--- src/rtl/tbank_pkg.sv ---
// Shared types and constants for the toggle bank arbiter.
// The TBANK_STATS_EN build option uses STAT_W/STAT_MAX for the per-requester grant counters.
package tbank_pkg;

  typedef enum logic {
    IDLE  = 1'b0,
    APPLY = 1'b1
  } tbank_state_t;

  localparam int unsigned STAT_W   = 8;
  localparam int unsigned STAT_MAX = 255;

  // Width of a requester index; never narrower than one bit.
  function automatic int unsigned idx_width(input int unsigned n);
    return (n <= 2) ? 1 : $clog2(n);
  endfunction

endpackage

--- src/rtl/tbank_rr_arb.sv ---
// Combinational round-robin pick: first set req bit at or after ptr, wrapping modulo NUM_REQ.
module tbank_rr_arb
  import tbank_pkg::*;
#(
  parameter int unsigned NUM_REQ = 4,
  parameter int unsigned IW      = idx_width(NUM_REQ)
) (
  input  logic [NUM_REQ-1:0] req,
  input  logic [IW-1:0]      ptr,
  output logic [IW-1:0]      winner,
  output logic               valid
);

  always_comb begin : pick
    logic [IW-1:0] idx;
    winner = '0;
    valid  = 1'b0;
    idx    = '0;
    for (int unsigned k = 0; k < NUM_REQ; k++) begin
      idx = IW'((32'(ptr) + k) % NUM_REQ);
      if (!valid && req[idx]) begin
        valid  = 1'b1;
        winner = idx;
      end
    end
  end

endmodule

--- src/rtl/toggle_bank_arbiter.sv ---
// Round-robin sharing of one WIDTH-bit T-flip-flop bank among NUM_REQ requesters.
// Define TBANK_STATS_EN to add the grant_cnt port and saturating per-requester grant counters.
module toggle_bank_arbiter
  import tbank_pkg::*;
#(
  parameter int unsigned NUM_REQ = 4,
  parameter int unsigned WIDTH   = 8
) (
  input  logic                       clk,
  input  logic                       rst,
  input  logic [NUM_REQ-1:0]         req,
  input  logic [NUM_REQ*WIDTH-1:0]   mask,
  output logic [NUM_REQ-1:0]         gnt,
  output logic [WIDTH-1:0]           t_vec,
  output logic [WIDTH-1:0]           q,
  output logic                       busy
`ifdef TBANK_STATS_EN
  ,
  output logic [NUM_REQ*STAT_W-1:0]  grant_cnt
`endif
);

  localparam int unsigned IW = idx_width(NUM_REQ);

  tbank_state_t   state, state_nxt;
  logic [IW-1:0]  ptr;
  logic [IW-1:0]  win_idx;
  logic [WIDTH-1:0] mask_reg;
  logic [WIDTH-1:0] q_reg;
  logic [IW-1:0]  arb_win;
  logic           arb_valid;
  logic [WIDTH-1:0] sel_mask;

  tbank_rr_arb #(
    .NUM_REQ (NUM_REQ),
    .IW      (IW)
  ) u_arb (
    .req    (req),
    .ptr    (ptr),
    .winner (arb_win),
    .valid  (arb_valid)
  );

  always_comb begin
    sel_mask = '0;
    for (int unsigned i = 0; i < NUM_REQ; i++) begin
      if (IW'(i) == arb_win) sel_mask = mask[i*WIDTH +: WIDTH];
    end
  end

  always_comb begin
    state_nxt = state;
    case (state)
      IDLE:    if (arb_valid) state_nxt = APPLY;
      APPLY:   state_nxt = IDLE;
      default: state_nxt = IDLE;
    endcase
  end

  // Outputs decode from registered state so an async reset clears them at once.
  always_comb begin
    gnt   = '0;
    t_vec = '0;
    busy  = 1'b0;
    if (state == APPLY) begin
      gnt[win_idx] = 1'b1;
      t_vec        = mask_reg;
      busy         = 1'b1;
    end
  end

  always_ff @(posedge clk or posedge rst) begin
    if (rst) begin
      state    <= IDLE;
      ptr      <= '0;
      win_idx  <= '0;
      mask_reg <= '0;
      q_reg    <= '0;
    end else begin
      state <= state_nxt;
      case (state)
        IDLE: begin
          if (arb_valid) begin
            win_idx  <= arb_win;
            mask_reg <= sel_mask;
          end
        end
        APPLY: begin
          q_reg <= q_reg ^ mask_reg;
          ptr   <= (win_idx == IW'(NUM_REQ - 1)) ? '0 : win_idx + IW'(1);
        end
        default: ;
      endcase
    end
  end

  assign q = q_reg;

`ifdef TBANK_STATS_EN
  logic [STAT_W-1:0] cnt [NUM_REQ];

  always_ff @(posedge clk or posedge rst) begin
    if (rst) begin
      for (int unsigned i = 0; i < NUM_REQ; i++) cnt[i] <= '0;
    end else if (state == APPLY && cnt[win_idx] != STAT_W'(STAT_MAX)) begin
      cnt[win_idx] <= cnt[win_idx] + STAT_W'(1);
    end
  end

  always_comb begin
    grant_cnt = '0;
    for (int unsigned i = 0; i < NUM_REQ; i++) grant_cnt[i*STAT_W +: STAT_W] = cnt[i];
  end
`endif

endmodule
--- config.mk ---
export PLATFORM = sky130hd
export DESIGN_NAME = toggle_bank_arbiter
export DESIGN_NICKNAME = d
export VERILOG_FILES = /design/src/rtl/tbank_pkg.sv /design/src/rtl/tbank_rr_arb.sv /design/src/rtl/toggle_bank_arbiter.sv
export SDC_FILE = /design/constraint.sdc
export NUM_CORES = 1
export LEC_CHECK = 0
export CORE_MARGIN = 2
export CORE_UTILIZATION = 41
export CTS_CLUSTER_DIAMETER = 150
export DETAILED_ROUTE_END_ITERATION = 6
export PLACE_DENSITY_LB_ADDON = 0.3
export SLEW_MARGIN = 20
export SYNTH_ARGS = -nofsm -noshare
export SYNTH_HDL_FRONTEND = slang
export SYNTH_SLANG_ARGS = --single-unit
--- constraint.sdc ---
create_clock -name clk -period 1.7 [get_ports clk]
set_input_delay 0.17 -clock clk [delete_from_list [all_inputs] [get_ports clk]]
set_output_delay 0.17 -clock clk [all_outputs]
set_load 0.02 [all_outputs]
Word-level counts from Yosys, hierarchy flattened
Cells that the tools add are included.
{"block": "totals", "ff_bits": 21, "input_bits": 38, "output_inout_bits": 21}
{"block": "classes", "muxes": 28, "bitwise_logic": 2, "n_addsub": 4, "eq_ne": 4, "n_reduce_logical": 9, "order_cmp": 6}
{"op": "$mux W8", "n": 5}
{"op": "$lt A2 B3 Y1 const B", "n": 5}
{"op": "$mux W1", "n": 11}
{"op": "$mux W2", "n": 5}
{"op": "$bmux W1 S2", "n": 4}
{"op": "$xor A8 B8 Y8", "n": 1}
{"op": "$add A2 B1 Y2 const B", "n": 2}
{"op": "$add A2 B2 Y2 const B", "n": 2}
{"op": "$eq A2 B2 Y1 const A", "n": 2}
{"op": "$logic_and A1 B1 Y1", "n": 4}
{"op": "$mux W4", "n": 1}
{"op": "$logic_not A1 Y1", "n": 3}
{"op": "$demux W1 S2", "n": 1}
{"op": "$eq A1 B2 Y1 const A", "n": 1}
{"op": "$eq A2 B2 Y1 const B", "n": 1}
{"op": "$ge A2 B1 Y1 const B", "n": 1}
{"op": "$logic_not A2 Y1", "n": 1}
{"op": "$pmux W1 S2", "n": 1}
{"op": "$reduce_and A2 Y1", "n": 1}
{"op": "$not A1 Y1", "n": 1}

Longest topological paths before layout
Gate-level depths: netlist of run 1.
{"block": "logic_depth", "word_depth": 17, "mapped_depth": 6, "ltp_nobuf": 5}

Cells and area by module
Synthesis of run 1 repeated with hierarchy kept, for this count alone.
{"block": "hier_totals", "hier_cells": 89, "area_unflattened_um2": 1191.1}
{"mod": "toggle_bank_arbiter", "cells_per_inst": 74, "area_per_inst_um2": 1113.6, "n_inst": 1}
{"mod": "tbank_rr_arb", "cells_per_inst": 15, "area_per_inst_um2": 77.6, "n_inst": 1}

Worst setup path after synthesis of run 1
No wires, ideal clock.
{"block": "synth_timing", "kind": "reg-to-reg", "start": "register ptr[0]", "end": "register mask_reg[0]", "period_less_slack_ns": 1.487, "stages_incl_launch_ff": 7, "arrival_ns": 1.351, "setup_slack_ns": 0.213, "n_path_buf": 1, "setup_ns": 0.136, "cell_sequence": "dfrtp_1 > and2b_1 > nor3_2 > or2_2 > buf_4 > a221oi_1 > a211oi_1"}
{"block": "synth_via", "elab_chain_cells": 17, "elab_cells_between_ends": 34, "classes_between": "add/sub: 3; eq/ne: 3; mux: 20; reduce/logical: 8"}
{"item": "start: declaration", "line_no": "toggle_bank_arbiter.sv:26", "text": "logic [IW-1:0] ptr;"}
{"item": "start signal: assignment", "line_no": "toggle_bank_arbiter.sv:90", "text": "ptr <= (win_idx == IW'(NUM_REQ - 1)) ? '0 : win_idx + IW'(1);"}
{"item": "parallel branches: the longest is 17 deep, another holds $add A2 B1 Y2"}
{"item": "end signal: assignment", "line_no": "toggle_bank_arbiter.sv:85", "text": "mask_reg <= sel_mask;"}
{"item": "end: declaration", "line_no": "toggle_bank_arbiter.sv:28", "text": "logic [WIDTH-1:0] mask_reg;"}
Parallel ways; which one is timed is not known. The select of a mux whose other input is x is not followed.
A chain may end at the register's enable or synchronous reset.

Worst setup path after layout of run 1
{"block": "layout_timing", "start": "input port req[2]", "end": "register mask_reg[0]"}
{"block": "layout_via", "elab_chain_cells": 17, "elab_cells_between_ends": 31, "classes_between": "eq/ne: 3; mux: 20; reduce/logical: 8"}
{"item": "start: declaration", "line_no": "toggle_bank_arbiter.sv:11", "text": "input logic [NUM_REQ-1:0] req,"}
{"item": "$bmux W1 S2", "line_no": "tbank_rr_arb.sv:21", "text": "if (!valid && req[idx]) begin"}
{"item": "$mux W1 (implied by the code)", "line_no": "tbank_rr_arb.sv:21"}
{"item": "$mux W1", "line_no": "tbank_rr_arb.sv:21"}
{"item": "$logic_not A1 Y1", "line_no": "tbank_rr_arb.sv:21"}
{"item": "$logic_and A1 B1 Y1", "line_no": "tbank_rr_arb.sv:21"}
{"item": "$mux W1", "line_no": "tbank_rr_arb.sv:21"}
{"item": "$logic_not A1 Y1", "line_no": "tbank_rr_arb.sv:21"}
{"item": "$logic_and A1 B1 Y1", "line_no": "tbank_rr_arb.sv:21"}
{"item": "$mux W1", "line_no": "tbank_rr_arb.sv:21"}
{"item": "$logic_not A1 Y1", "line_no": "tbank_rr_arb.sv:21"}
{"item": "$logic_and A1 B1 Y1", "line_no": "tbank_rr_arb.sv:21"}
{"item": "$mux W2", "line_no": "tbank_rr_arb.sv:21"}
{"item": "$logic_not A2 Y1", "line_no": "toggle_bank_arbiter.sv:47", "text": "if (IW'(i) == arb_win) sel_mask = mask[i*WIDTH +: WIDTH];"}
{"item": "$mux W8 (4 in series)", "line_no": "toggle_bank_arbiter.sv:47"}
Parallel ways exist; a longest one is shown, timed or not. The select of a mux whose other input is x is not followed.

==> results.ini, run 1 <==
[run_status]
status = finished clean

[cts]
cts_hold_buf = 0
cts_htree_levels = 1
cts_num_sinks = 21
cts_buffers = 3
root_buffer = clkbuf_4
clk_latency_ns = 0.30
cts_tree = built
path_clk_slew_ns = 0.12
clockBufferDepth = 2

[setup_path]
critPathMaxFanout = 4
critPathKind = input port to flop
cp-end-kind = flop
path_buf_inv = 3
slowest_delay_ns = 0.47
path_cells = clkdlybuf4s50_1 -> buf_4 -> a221oi_4 -> buf_4 -> o22ai_2 -> a221oi_1 -> a211oi_1
cp_top_family = buffers and inverters
worstPathRequired_ns = 1.88
cpMostUsedCell = buf_4
critPathSlowestCell = clkdlybuf4s50_1
worst_setup_path_start_kind = input port
cp_data_arrival_time_ns = 1.86

[power]
powerDensity_nw_per_um2 = 1430
irDropWorstVdd_mv = 0.795
cellLeakagePower_nw = 0.919

[logic_synthesis]
synth_warnings = 0
ys_seq_area_share_pct = 42.0
postSynthCellCount = 117
ys_seq_elements = 21
synth_nets = 159
avgSynthCellArea_um2 = 10.7
yosysUniqueCellTypes = 31
synth-async-reset-ratio_pct = 100
synth-main-ff-cell = dfrtp_1
synth_area_um2 = 1250
yosys-top-cells-area = dfrtp_1 (42%), mux2i_1 (7.2%), and2_1 (6.0%)
yosysMostFrequentCell = dfrtp_1
synth_top_area_share_pct = 42.0
synth_edf_count = 0
synth_area_leader_cell = dfrtp_1
synthTopCellsByCount = dfrtp_1 (21), and2_1 (12), nor2_1 (11)

[sta]
maxSlewHeadroom_pct = 72.0
finalCriticalPeriod_ns = 1.68
final_hold_viol_count = 0
fmaxAchievable_ghz = 0.594
setup_violations = 0
final_max_slew_viol_count = 0
timing.final.crit_share_pct = 99.0
worst_slew_pin_slew_ns = 0.420
fin_tns_setup_ns = 0
fin_skew_ns = 0.00221
whs_ns = 0.193

[global_route]
antenna_found_initial = 0
grt_pass1_wl_um = 5350
grt_pass1_vias = 1188
overflow = 0
grt_util_all_layers_pct = 20.3
grt_max_degree = 22

[final_layout]
nets = 235
syn2layout_area_growth_pct = 62.7
fin_cells = 225
n_antenna_cell = 0
layout-drive-gt1-share_pct = 19.8

[placed_design]
dp_hpwl_um = 2410
place_congestion = 0.744
io_buffers = 58
dp_cells = 214

[detailed_routing]
vias = 1205
ant_nets = 0
drt_iter0_markers = 35
firstDrtPassIters = 4
wl_um = 3460
routedWlPerCell_um = 15.4
viasPerCell = 5.36
remaining_drc_errors = 0

[floorplan]
boundaryPins = 59
dieArea_um2 = 3510
die_w_um = 59.2
rows = 20
die_h_um = 59.2
coreArea_um2 = 2980
start_util_pct = 42.0

[hold_path]
hold_path.class = input port to async pin

[job]
maxCapViolations = 0

-- kinds of logic after synthesis --
| logic type | Yosys count | synth area share [%] |
|---|---|---|
| simple gates | 40 | 18.7 |
| fa+ha+maj | 4 | 4.00 |
| mux | 9 | 7.21 |
| xor+xnor | 8 | 5.61 |
| compound gates | 25 | 18.4 |
| buf+inv | 10 | 4.00 |
| flops | 21 | 42.0 |
-- cells in the final DEF (no fill, tap or decap), drive strengths merged --
cell type / count
a211oi: 8
a21oi: 2
a221oi: 9
and2: 12
and2b: 3
buf: 15
clkbuf: 4
clkdlybuf4s15: 1
clkdlybuf4s50: 46
clkinv: 1
dfrtp: 21
dlygate4sd2: 10
ha: 4
inv: 6
mux2i: 9
nand2: 3
nand4b: 1
nor2: 11
nor2b: 7
nor3: 1
o21a: 1
o21ai: 3
o22ai: 4
or2: 1
or3: 1
xor2: 8
-- stage by stage --
step | worst slack, ns | total power, W | cell area [um^2] | utilization [%]
after CTS | -0.0553 | 0.00277 | 1950 | 65.6
after detailed placement | -0.320 | 0.00255 | 1920 | 64.5
after global placement | -0.211 | 0.00250 | 1920 | 64.5
after global routing | -0.00574 | 0.00312 | 2030 | 68.3
final | 0.0170 | 0.00291 | 2030 | 68.3
after floorplan | 0.213 | 0.00189 | 1250 | -
-- final timing paths --
kind                                     from                      end  slack [ns]  cells past startpoint
setup / recovery                       req[2]  mask_reg[0]$_DFFE_PP0P_        0.02                      7
hold / removal                            rst         q[6]$_DFFE_PP0P_        0.19                      3
setup reg to reg           ptr[0]$_DFFE_PP0P_  mask_reg[5]$_DFFE_PP0P_        0.07                      6
hold reg to reg              q[6]$_DFFE_PP0P_         q[6]$_DFFE_PP0P_        0.47                      1
max in group asynchronous                 rst          state$_DFF_PP0_        1.28                      3
min in group clk             q[6]$_DFFE_PP0P_         q[6]$_DFFE_PP0P_        0.47                      1
-- where the power goes --
group | leakage, nW | internal [W] | switching, W
combinational | 0.660 | 0.000830 | 0.000919
sequential | 0.242 | 0.000750 | 0.000171
clock | 0.0177 | 0.0000877 | 0.000155
-- cell type report --
class                      instances  area, um^2
sequential                        21         527
fill                             233         945
timing repair buffer              73         679
inverter                           6        22.5
clock buffer                       3        22.5
multi-input combinational         88         736
tap                               33        41.3
clock inverter                     1        5.00
-- repair_timing --
action                                  CTS  global route
pin swaps                                 1             4
cloned                                    1             1
endpoints found under the setup margin   14            11
resized for setup                        13            13
setup buffers                             1             4
-- metal layers --
layer / vias up / GRT usage (%) / share of wire (%)
met5: - / 0 / 0
met4: 0 / 7.47 / 0.84
met3: 4 / 3.28 / 7.6
met2: 52 / 34.7 / 53
met1: 582 / 25.6 / 38
li1: 567 / - / -
-- tightest hold or removal path: stages --
cell and delay, ns:
clkdlybuf4s50_1 0.40, inv_1 0.05, buf_4 0.27
Power figures use the tool's default switching activity.
==> inputs of run 2 (changes only) <==
--- a/config.mk
+++ b/config.mk
@@ -10,6 +10,7 @@
 export CTS_CLUSTER_DIAMETER = 150
 export DETAILED_ROUTE_END_ITERATION = 6
 export PLACE_DENSITY_LB_ADDON = 0.3
+export SKIP_CTS_REPAIR_TIMING = 1
 export SLEW_MARGIN = 20
 export SYNTH_ARGS = -nofsm -noshare
 export SYNTH_HDL_FRONTEND = slang
==> run 2 against run 1 <==
Against the previous run:
- global-route usage down 1.3 points
- first-iteration DRC count unchanged
- critical endpoint is now mask_reg[5]$_DFFE_PP0P_
- core utilization up 0.55 points
- worst hold slack worse by 0.0019 ns
- non-clock buffer count unchanged
- clock power down 2%
- largest power group unchanged
- critical path depth unchanged
- power down 1.7%
==> results.ini, run 2 (synthesis results as in run 1) <==
[placed_design]
dpl_cell_area_um2 = 1920  ; unchanged
dp_hpwl_um = 2410  ; unchanged
io_buffers = 58  ; unchanged
pre_cts_slack_ns = -0.320  ; unchanged
dp_cells = 214  ; unchanged
place_congestion = 0.744  ; unchanged

[power]
seq_power_share_pct = 31.5  ; about the same
power.total_w = 0.00286  ; -1.7%
switchingPower_w = 0.00118  ; -5.3%
switching_share_pct = 41.2  ; -1.6 points
p_int_w = 0.00169  ; +1.1%
pwr-share-clk_pct = 8.3  ; about the same
powerDensity_nw_per_um2 = 1400  ; -2.4%
irDropWorstVdd_mv = 0.678  ; -15%
cellLeakagePower_nw = 1.06  ; +16%
combPwrFrac_pct = 60.2  ; about the same

[final_layout]
syn2layout_area_growth_pct = 64.0
nets = 233  ; -0.85%
final_cell_mix = clkdlybuf4s50_1 (45), dfrtp_1 (20), dlymetal6s2s_1 (13), buf_4 (13), and2_1 (12)
fin_area_um2 = 2050  ; +0.80%
layout-drive-gt1-share_pct = 17.4  ; -2.4 points
mostFrequentLayoutCell = clkdlybuf4s50_1
n_antenna_cell = 0  ; unchanged
fin_cells = 223  ; -0.89%

[sta]
fin_skew_ns = 0.00496  ; +0.00276 ns
finalCriticalPeriod_ns = 1.69  ; +0.00509 ns
final_max_slew_viol_count = 0  ; unchanged
timing.final.crit_share_pct = 99.3  ; +0.30 points
final_hold_viol_count = 0  ; unchanged
fmaxAchievable_ghz = 0.592  ; -0.30%
setup_violations = 0  ; unchanged
maxSlewHeadroom_pct = 80.5  ; +8.5 points
fin_tns_setup_ns = 0  ; unchanged
worst_slew_pin_slew_ns = 0.291  ; -0.130 ns
fin_ws_ns = 0.0119  ; -0.00509 ns

[cts]
clockBufferDepth = 2  ; unchanged
cts_tree = built
cts_buffers = 3  ; unchanged
root_buffer = clkbuf_4
cts_num_sinks = 21  ; unchanged
path_clk_slew_ns = 0.12  ; about the same
cts_htree_levels = 1  ; unchanged
clk_latency_ns = 0.30  ; about the same

[setup_path]
worstPathRequired_ns = 1.88  ; about the same
cp-end-kind = flop
rr_startpoint = ptr[0]$_DFFE_PP0P_
worst-r2r-setup-slack_ns = 0.04  ; -0.03 ns
critPathKind = input port to flop
worst_setup_path_start_kind = input port
worstSetupStartpoint = req[0]
critPathMaxFanout = 17  ; +13
cp_data_arrival_time_ns = 1.87  ; about the same

[global_route]
grt_util_all_layers_pct = 19.0  ; -1.3 points
antenna_found_initial = 0  ; unchanged
overflow = 0  ; unchanged
grt_pass1_vias = 1156  ; -2.7%
grt_max_degree = 22  ; unchanged
grt_pass1_wl_um = 5050  ; -5.6%

[detailed_routing]
ant_nets = 0  ; unchanged
drt_iter0_markers = 35  ; unchanged
remaining_drc_errors = 0  ; unchanged
viasPerCell = 5.27  ; -1.5%
vias = 1176  ; -2.4%
routedWlPerCell_um = 14.7  ; -4.7%
wl_um = 3270  ; -5.5%
firstDrtPassIters = 4  ; unchanged

[hold_path]
hold_path.class = input port to async pin

[run_status]
status = finished clean

[floorplan]
die_w_um = 59.2  ; unchanged
start_util_pct = 42.0  ; unchanged
dieArea_um2 = 3510  ; unchanged
die_h_um = 59.2  ; unchanged
boundaryPins = 59  ; unchanged
coreArea_um2 = 2980  ; unchanged
rows = 20  ; unchanged

[job]
maxCapViolations = 0  ; unchanged

[run 2: cell types whose count changed in the layout (fill, tap and decap cells not counted), sizes merged]
| cell | before | now |
|---|---|---|
| dlymetal6s2s | 0 | 13 |
| o22ai | 4 | 2 |
| dlygate4sd2 | 10 | 0 |
| clkdlybuf4s15 | 1 | 0 |
| clkdlybuf4s50 | 46 | 45 |
| clkbuf | 4 | 3 |
[run 2: final timing paths]
check,end,depth (start not counted)
setup / recovery,mask_reg[5]$_DFFE_PP0P_,7
hold / removal,q[7]$_DFFE_PP0P_,3
setup reg to reg,mask_reg[5]$_DFFE_PP0P_,6
hold reg to reg,q[6]$_DFFE_PP0P_,1
max in group asynchronous,state$_DFF_PP0_,3
min in group clk,q[6]$_DFFE_PP0P_,1
[run 2: stage by stage]
step                utilization (%)  hold WS (ns)
floorplan                         -         0.147
global placement               64.5         0.454
detailed placement             64.5         0.457
CTS                            65.4         0.194
global route                   68.8         0.203
finish                         68.8         0.191
[run 2: final cells by class]
cell class / instances / area (um^2)
inverter: 6 / 22.5
clock buffer: 3 / 22.5
tap: 33 / 41.3
sequential: 21 / 527
clock inverter: 1 / 5.00
fill: 238 / 928
timing repair buffer: 73 / 736
multi-input combinational: 86 / 696
[run 2: metal layers]
layer | share of wire, % | wire length [um] | track usage, %
met5 | 0 | 0 | 0
met3 | 5.0 | 164 | 3.06
met2 | 56 | 1820 | 33.1
met4 | 0.64 | 21 | 6.82
met1 | 39 | 1260 | 23.6
[run 2: power groups by stage]
stage	clock (W)	sequential [W]	combinational, W
2_1_floorplan	0	0.00102	0.000877
3_5_place_dp	0	0.000932	0.00162
3_3_place_gp	0	0.000916	0.00159
4_1_cts	0.000251	0.000919	0.00163
5_1_grt	0.000277	0.000937	0.00187
6_report	0.000237	0.000903	0.00172
[run 2: critical path: stages]
cell	delay, ns
clkdlybuf4s50_1	0.49
and2b_1	0.22
nor3_2	0.28
o22ai_4	0.13
buf_12	0.17
a221oi_1	0.31
a211oi_1	0.09
